===== src/rtl/axi_rd_burst_master_pkg.sv =====
// Shared AXI4 channel widths, encodings and helpers, plus the read burst master's FSM state type.
// Imported by the read master and its bench.
package axi_rd_burst_master_pkg;

    localparam int AXI_ADDR_W = 32;
    localparam int AXI_DATA_W = 128;
    localparam int AXI_STRB_W = AXI_DATA_W / 8;
    localparam int AXI_ID_W   = 4;
    localparam int AXI_LEN_W  = 8;

    localparam logic [1:0] AXI_BURST_FIXED = 2'b00;
    localparam logic [1:0] AXI_BURST_INCR  = 2'b01;
    localparam logic [1:0] AXI_BURST_WRAP  = 2'b10;

    localparam logic [1:0] AXI_RESP_OKAY   = 2'b00;
    localparam logic [1:0] AXI_RESP_EXOKAY = 2'b01;
    localparam logic [1:0] AXI_RESP_SLVERR = 2'b10;
    localparam logic [1:0] AXI_RESP_DECERR = 2'b11;

    // Full-width beats that fit in one 4 KB page; no burst may straddle a page.
    localparam int AXI_4K_BEATS = 4096 / AXI_STRB_W;

    typedef enum logic [1:0] {
        IDLE,
        ADDR,
        DATA
    } rd_state_e;

    function automatic logic [2:0] axi_size_from_bytes(input int unsigned bytes);
        logic [2:0] size;
        size = 3'd0;
        for (int i = 0; i < 8; i++) begin
            if ((32'd1 << i) == bytes) begin
                size = 3'(i);
            end
        end
        return size;
    endfunction

endpackage


===== src/rtl/axi_rd_burst_master.sv =====
// AXI4 read master: splits one (address, beat count) descriptor into INCR bursts that never
// cross 4 KB, and forwards the returned beats as a zero-latency valid/ready stream.
module axi_rd_burst_master
    import axi_rd_burst_master_pkg::*;
#(
    parameter int MAX_BURST_LEN = 16,
    parameter int RD_ID         = 0
) (
    input  logic                  clk,
    input  logic                  rst,
    input  logic                  start,
    input  logic [31:0]           src_addr,
    input  logic [15:0]           num_beats,
    output logic                  busy,
    output logic                  done,
    output logic                  err,
    output logic [AXI_ID_W-1:0]   m_arid,
    output logic [AXI_ADDR_W-1:0] m_araddr,
    output logic [AXI_LEN_W-1:0]  m_arlen,
    output logic [2:0]            m_arsize,
    output logic [1:0]            m_arburst,
    output logic                  m_arvalid,
    input  logic                  m_arready,
    input  logic [AXI_ID_W-1:0]   m_rid,
    input  logic [AXI_DATA_W-1:0] m_rdata,
    input  logic [1:0]            m_rresp,
    input  logic                  m_rlast,
    input  logic                  m_rvalid,
    output logic                  m_rready,
    output logic [AXI_DATA_W-1:0] out_data,
    output logic                  out_valid,
    input  logic                  out_ready,
    output logic                  out_last
);

    rd_state_e state_q, state_d;

    logic [31:0] addr_q;
    logic [15:0] remaining_q;
    logic [8:0]  beat_cnt_q;
    logic        err_q;
    logic        done_q;
    logic        zero_pend_q;

    logic [8:0]  ar_len;
    logic        start_acc;
    logic        r_hs;

    // Burst beats = min(remaining, MAX_BURST_LEN, beats left in the current 4 KB page).
    function automatic logic [8:0] calc_burst_len(input logic [15:0] rem, input logic [7:0] page_beat);
        logic [16:0] len;
        logic [16:0] to_page_end;
        len = {1'b0, rem};
        if (len > 17'(MAX_BURST_LEN)) begin
            len = 17'(MAX_BURST_LEN);
        end
        to_page_end = 17'(AXI_4K_BEATS) - {9'd0, page_beat};
        if (len > to_page_end) begin
            len = to_page_end;
        end
        return len[8:0];
    endfunction

    assign ar_len    = calc_burst_len(remaining_q, addr_q[11:4]);
    assign busy      = (state_q != IDLE) || zero_pend_q;
    assign start_acc = start && !busy;
    assign r_hs      = (state_q == DATA) && m_rvalid && out_ready;

    assign done      = done_q;
    assign err       = err_q;
    assign m_arid    = AXI_ID_W'(RD_ID);
    assign m_araddr  = addr_q;
    assign m_arsize  = axi_size_from_bytes(AXI_STRB_W);
    assign m_arburst = AXI_BURST_INCR;
    assign out_data  = m_rdata;

    // R ids are never compared and the low address bits are forced to a beat boundary.
    logic unused_inputs;
    assign unused_inputs = ^{m_rid, src_addr[3:0]};

    always_comb begin
        state_d   = state_q;
        m_arvalid = 1'b0;
        m_arlen   = '0;
        m_rready  = 1'b0;
        out_valid = 1'b0;
        out_last  = 1'b0;
        case (state_q)
            IDLE: begin
                if (start_acc && (num_beats != 16'd0)) begin
                    state_d = ADDR;
                end
            end
            ADDR: begin
                m_arvalid = 1'b1;
                m_arlen   = AXI_LEN_W'(ar_len - 9'd1);
                if (m_arready) begin
                    state_d = DATA;
                end
            end
            DATA: begin
                m_rready  = out_ready;
                out_valid = m_rvalid;
                out_last  = m_rvalid && (remaining_q == 16'd0) && (beat_cnt_q == 9'd1);
                if (r_hs && m_rlast) begin
                    state_d = (remaining_q == 16'd0) ? IDLE : ADDR;
                end
            end
            default: begin
                state_d = IDLE;
            end
        endcase
    end

    // AR fields come from addr_q/remaining_q, which only move on the AR handshake.
    always_ff @(posedge clk) begin
        if (rst) begin
            state_q     <= IDLE;
            addr_q      <= '0;
            remaining_q <= '0;
            beat_cnt_q  <= '0;
            err_q       <= 1'b0;
            done_q      <= 1'b0;
            zero_pend_q <= 1'b0;
        end else begin
            state_q     <= state_d;
            done_q      <= 1'b0;
            zero_pend_q <= 1'b0;
            case (state_q)
                IDLE: begin
                    if (start_acc) begin
                        err_q <= 1'b0;
                        if (num_beats == 16'd0) begin
                            done_q      <= 1'b1;
                            zero_pend_q <= 1'b1;
                        end else begin
                            addr_q      <= {src_addr[31:4], 4'b0000};
                            remaining_q <= num_beats;
                        end
                    end
                end
                ADDR: begin
                    if (m_arready) begin
                        addr_q      <= addr_q + {19'd0, ar_len, 4'b0000};
                        remaining_q <= remaining_q - {7'd0, ar_len};
                        beat_cnt_q  <= ar_len;
                    end
                end
                DATA: begin
                    if (r_hs) begin
                        beat_cnt_q <= beat_cnt_q - 9'd1;
                        if (m_rresp != AXI_RESP_OKAY) begin
                            err_q <= 1'b1;
                        end
                        if (m_rlast && (remaining_q == 16'd0)) begin
                            done_q <= 1'b1;
                        end
                    end
                end
                default: begin
                end
            endcase
        end
    end

endmodule


===== config.mk =====
export PLATFORM = sky130hd
export DESIGN_NAME = axi_rd_burst_master
export DESIGN_NICKNAME = d
export VERILOG_FILES = /design/src/rtl/axi_rd_burst_master_pkg.sv /design/src/rtl/axi_rd_burst_master.sv
export SDC_FILE = /design/constraint.sdc
export NUM_CORES = 1
export LEC_CHECK = 0
export ABC_AREA = 1
export BUFFER_PORTS_ARGS = -buffer_cell sky130_fd_sc_hd__buf_2
export CAP_MARGIN = 20
export CORE_AREA = 2 2 145 147
export DETAILED_ROUTE_END_ITERATION = 8
export DIE_AREA = 0 0 147 149
export SETUP_SLACK_MARGIN = 0.05
export SLEW_MARGIN = 40
export SYNTH_ARGS = -nofsm -noshare
export SYNTH_HDL_FRONTEND = slang
export SYNTH_SLANG_ARGS = --single-unit

===== constraint.sdc =====
create_clock -name clk -period 5.55 [get_ports clk]
set_clock_uncertainty 0.15 [all_clocks]
set_input_delay 0.555 -clock clk [delete_from_list [all_inputs] [get_ports clk]]
set_output_delay 0.555 -clock clk [all_outputs]
set_load 0.005 [all_outputs]

==> out/qor.yml <==
run_status:
  status: "finished, final reports clean"
final_layout:
  stdcell_count: 1249
  drive_gt1_share_pct: 16.32
  seqCellArea_um2: 1161
  multi_input_area_um2: 3571
  syn_to_final_growth_pct: 1.611
  antenna_cells: 0
  layout.nets: 1188
  fin_util_pct: 31.10
  fillers: 2337
detailed_routing:
  ant_nets: 0
  via_count: 5928
  drt_pass1_iterations: 5
  wirelength_mm: 17.90
  drtIter0Drc: 306
  post_drt_via_cell_ratio: 4.746
  wl_per_cell_um: 14.33
  post-route-drc-count: 0
hold_path:
  hold_class: "register to register"
  hold_end: "err$_SDFFE_PP0P_"
  whs_path_depth: 2
  min_from: "err$_SDFFE_PP0P_"
sta:
  finalHoldViolCount: 0
  slew_viol_final: 0
  setup_viol: 0
  setup_ws_ps: 682.4
  relSlewSlack_pct: 54.74
  rsz0062_at_grt: "false"
  setup-tns-final_ps: 0
  holdWs_ps: 317.4
  post-route-period-util_pct: 87.70
  layout_min_cycle_time_ps: 4868
  max_slew.worst_pin.slew_ps: 679.0
  timing.fmax_mhz: 205.4
floorplan:
  core.rowCount: 53
  dieArea_um2: 21900
  die_height_um: 149
  core_area_um2: 20560
  io_pins: 373
  initial_core_util_pct: 30.60
  die_x_um: 147
yosys:
  syn_inst: 1013
  netlist_area_um2: 6291
  synth_seq_area_share_pct: 18.46
  syn_area_per_cell_um2: 6.210
  ys_top_cells_by_count: "nand2_1, buf_4, nor2_1"
  synth.area.top_cells: "dfxtp_1, buf_4, nand2_1"
  synthFlopType: "dfxtp_1"
  ys_types: 49
  synth_top_area_share_pct: 18.46
  synth-async-reset-ratio_pct: 0
  synth_enable_flop_cells: 0
  yosys_warnings: 0
  yosysMostFrequentCell: "nand2_1"
  synth_seq_cells: 58
  yosysTopAreaCell: "dfxtp_1"
clock_network:
  cts.sinks: 58
  clkLatencyLatePin_ps: 340
  post_cts_buffers: 0
  cts_buffer_depth: 2
  cts-root-buf: "clkbuf_16"
  clk_pin_slew_ps: 60
  cts-buffers-inserted: 9
  htreeDepth: 3
  cts_resized: 0
  cts_tree: "built"
  postCtsHoldBufs: 0
critical_path:
  endpoint_kind: "register"
  ff2ff_setup_slack_ps: 680
  cp.required_ps: 5590
  reg2reg_from: "m_araddr[4]$_SDFFE_PP0P_"
  slowest_delay_ps: 510
  criticalPathCategory: "register to register"
  regToRegEndpoint: "remaining_q[10]$_SDFFE_PP0P_"
  worstPathArrival_ps: 4910
  setup.worst_path.start_class: "register"
  crit_slowest_cell: "o21ai_1"
  reg2reg_depth: 28
  cp_max_fo: 12
  worstSetupStartpoint: "m_araddr[4]$_SDFFE_PP0P_"
placed_design:
  gp_congestion: 0.8966
  io_buffers: 95
  placed_cells_incl_taps: 1233
  place_ws_ps: 709.1
  hpwl_mm: 13.59
pwr:
  total_leakage_power_nw: 2.954
  power_density_nw_per_um2: 792.5
  ir_worst_vdd_v: 0.0002553
global_route:
  grt_pass1_vias: 5655
  grt_max_degree: 57
  gr-total-overflow: 0
  grt_pass1_wl_mm: 29.04
  antenna_found_initial: 1
  grt_use_total_pct: 16.53
job:
  cap_violations: 0
## layout make-up
cell class / instances / area share, %
timing repair buffer: 100 / 8.025
tap: 275 / 5.383
sequential: 58 / 18.16
inverter: 116 / 6.812
clock inverter: 5 / 1.957
multi-input combinational: 684 / 55.86
clock buffer: 11 / 3.797
## logic make-up (layout without fill, tap and decap cells)
family                   after synthesis  count (layout)  synth area share [%]
AND/OR/NAND/NOR                      456             456                 32.30
buffers and inverters                286             232                 25.68
AO/OA/AOI/OAI                        160             160                 14.32
flip-flops                            58              58                 18.46
adder cells (fa/ha/maj)               30              30                 6.205
XOR/XNOR                              21              21                 2.924
other                                  2              17                0.1194
## flip-flops by register name, summed over array words and instances (netlist names)
name and count:
m_araddr 28, remaining_q 16, beat_cnt_q 9, state_q 2, done 1, err 1, zero_pend_q 1
## worst max-delay path by stage
stage | to | slack (ps) | depth (start not counted)
after floorplan | remaining_q[12]$_SDFFE_PP0P_ | 1430 | 29
after global placement | remaining_q[10]$_SDFFE_PP0P_ | 770 | 28
after detailed placement | remaining_q[10]$_SDFFE_PP0P_ | 710 | 28
after CTS | m_arlen[6] | 690 | 19
after global routing | m_araddr[27]$_SDFFE_PP0P_ | 200 | 25
final | remaining_q[10]$_SDFFE_PP0P_ | 680 | 28
## per-stage QoR
| stage | instance area [um^2] | power, mW |
|---|---|---|
| floorplan | 6347 | 3.544 |
| global placement | 6025 | 4.303 |
| detailed placement | 6025 | 4.354 |
| CTS | 6392 | 5.090 |
| global route | 6392 | 5.653 |
| finish | 6392 | 5.066 |
## critical path, delay by kind of cell, from the launching register on
| family | cells | cell delay, ps |
|---|---|---|
| AND/OR/NAND/NOR | 14 | 1720 |
| adder cells (fa/ha/maj) | 4 | 1110 |
| AO/OA/AOI/OAI | 5 | 950 |
| buffers and inverters | 5 | 410 |
| flip-flops | 1 | 370 |
## cells in the final DEF (no fill, tap or decap), drive strengths merged, types with 4 or more instances in the layout
cell    netlist  routed
a31oi         8       8
conb          2      17
buf         149     100
dfxtp        58      58
a21oi        90      90
xor2         13      13
nand3        65      65
xnor2         8       8
nand2       205     205
nand4        20      20
nor4          6       6
bufinv        0       4
nor2        125     125
o21ai        46      46
a211oi        4       4
clkbuf       21      11
inv         116     116
or2           6       6
ha           28      28
nor3         23      23
## where the power goes
| part | internal, mW | switching, mW | leakage (nW) | total [mW] |
|---|---|---|---|---|
| logic | 1.25 | 2.28 | 2.30 | 3.53 |
| registers | 0.588 | 0.235 | 0.477 | 0.824 |
| clock network | 0.496 | 0.217 | 0.180 | 0.713 |
| total | 2.33 | 2.74 | 2.95 | 5.07 |
## routing by layer
layer	wire length, um	part of all wire (%)	GRT usage [%]
met2	7924	44	27.11
met1	7995	45	20.14
met3	1317	7.4	4.618
met5	13	0.073	0
met4	647	3.6	7.788
(Power assumes the default switching activity.)
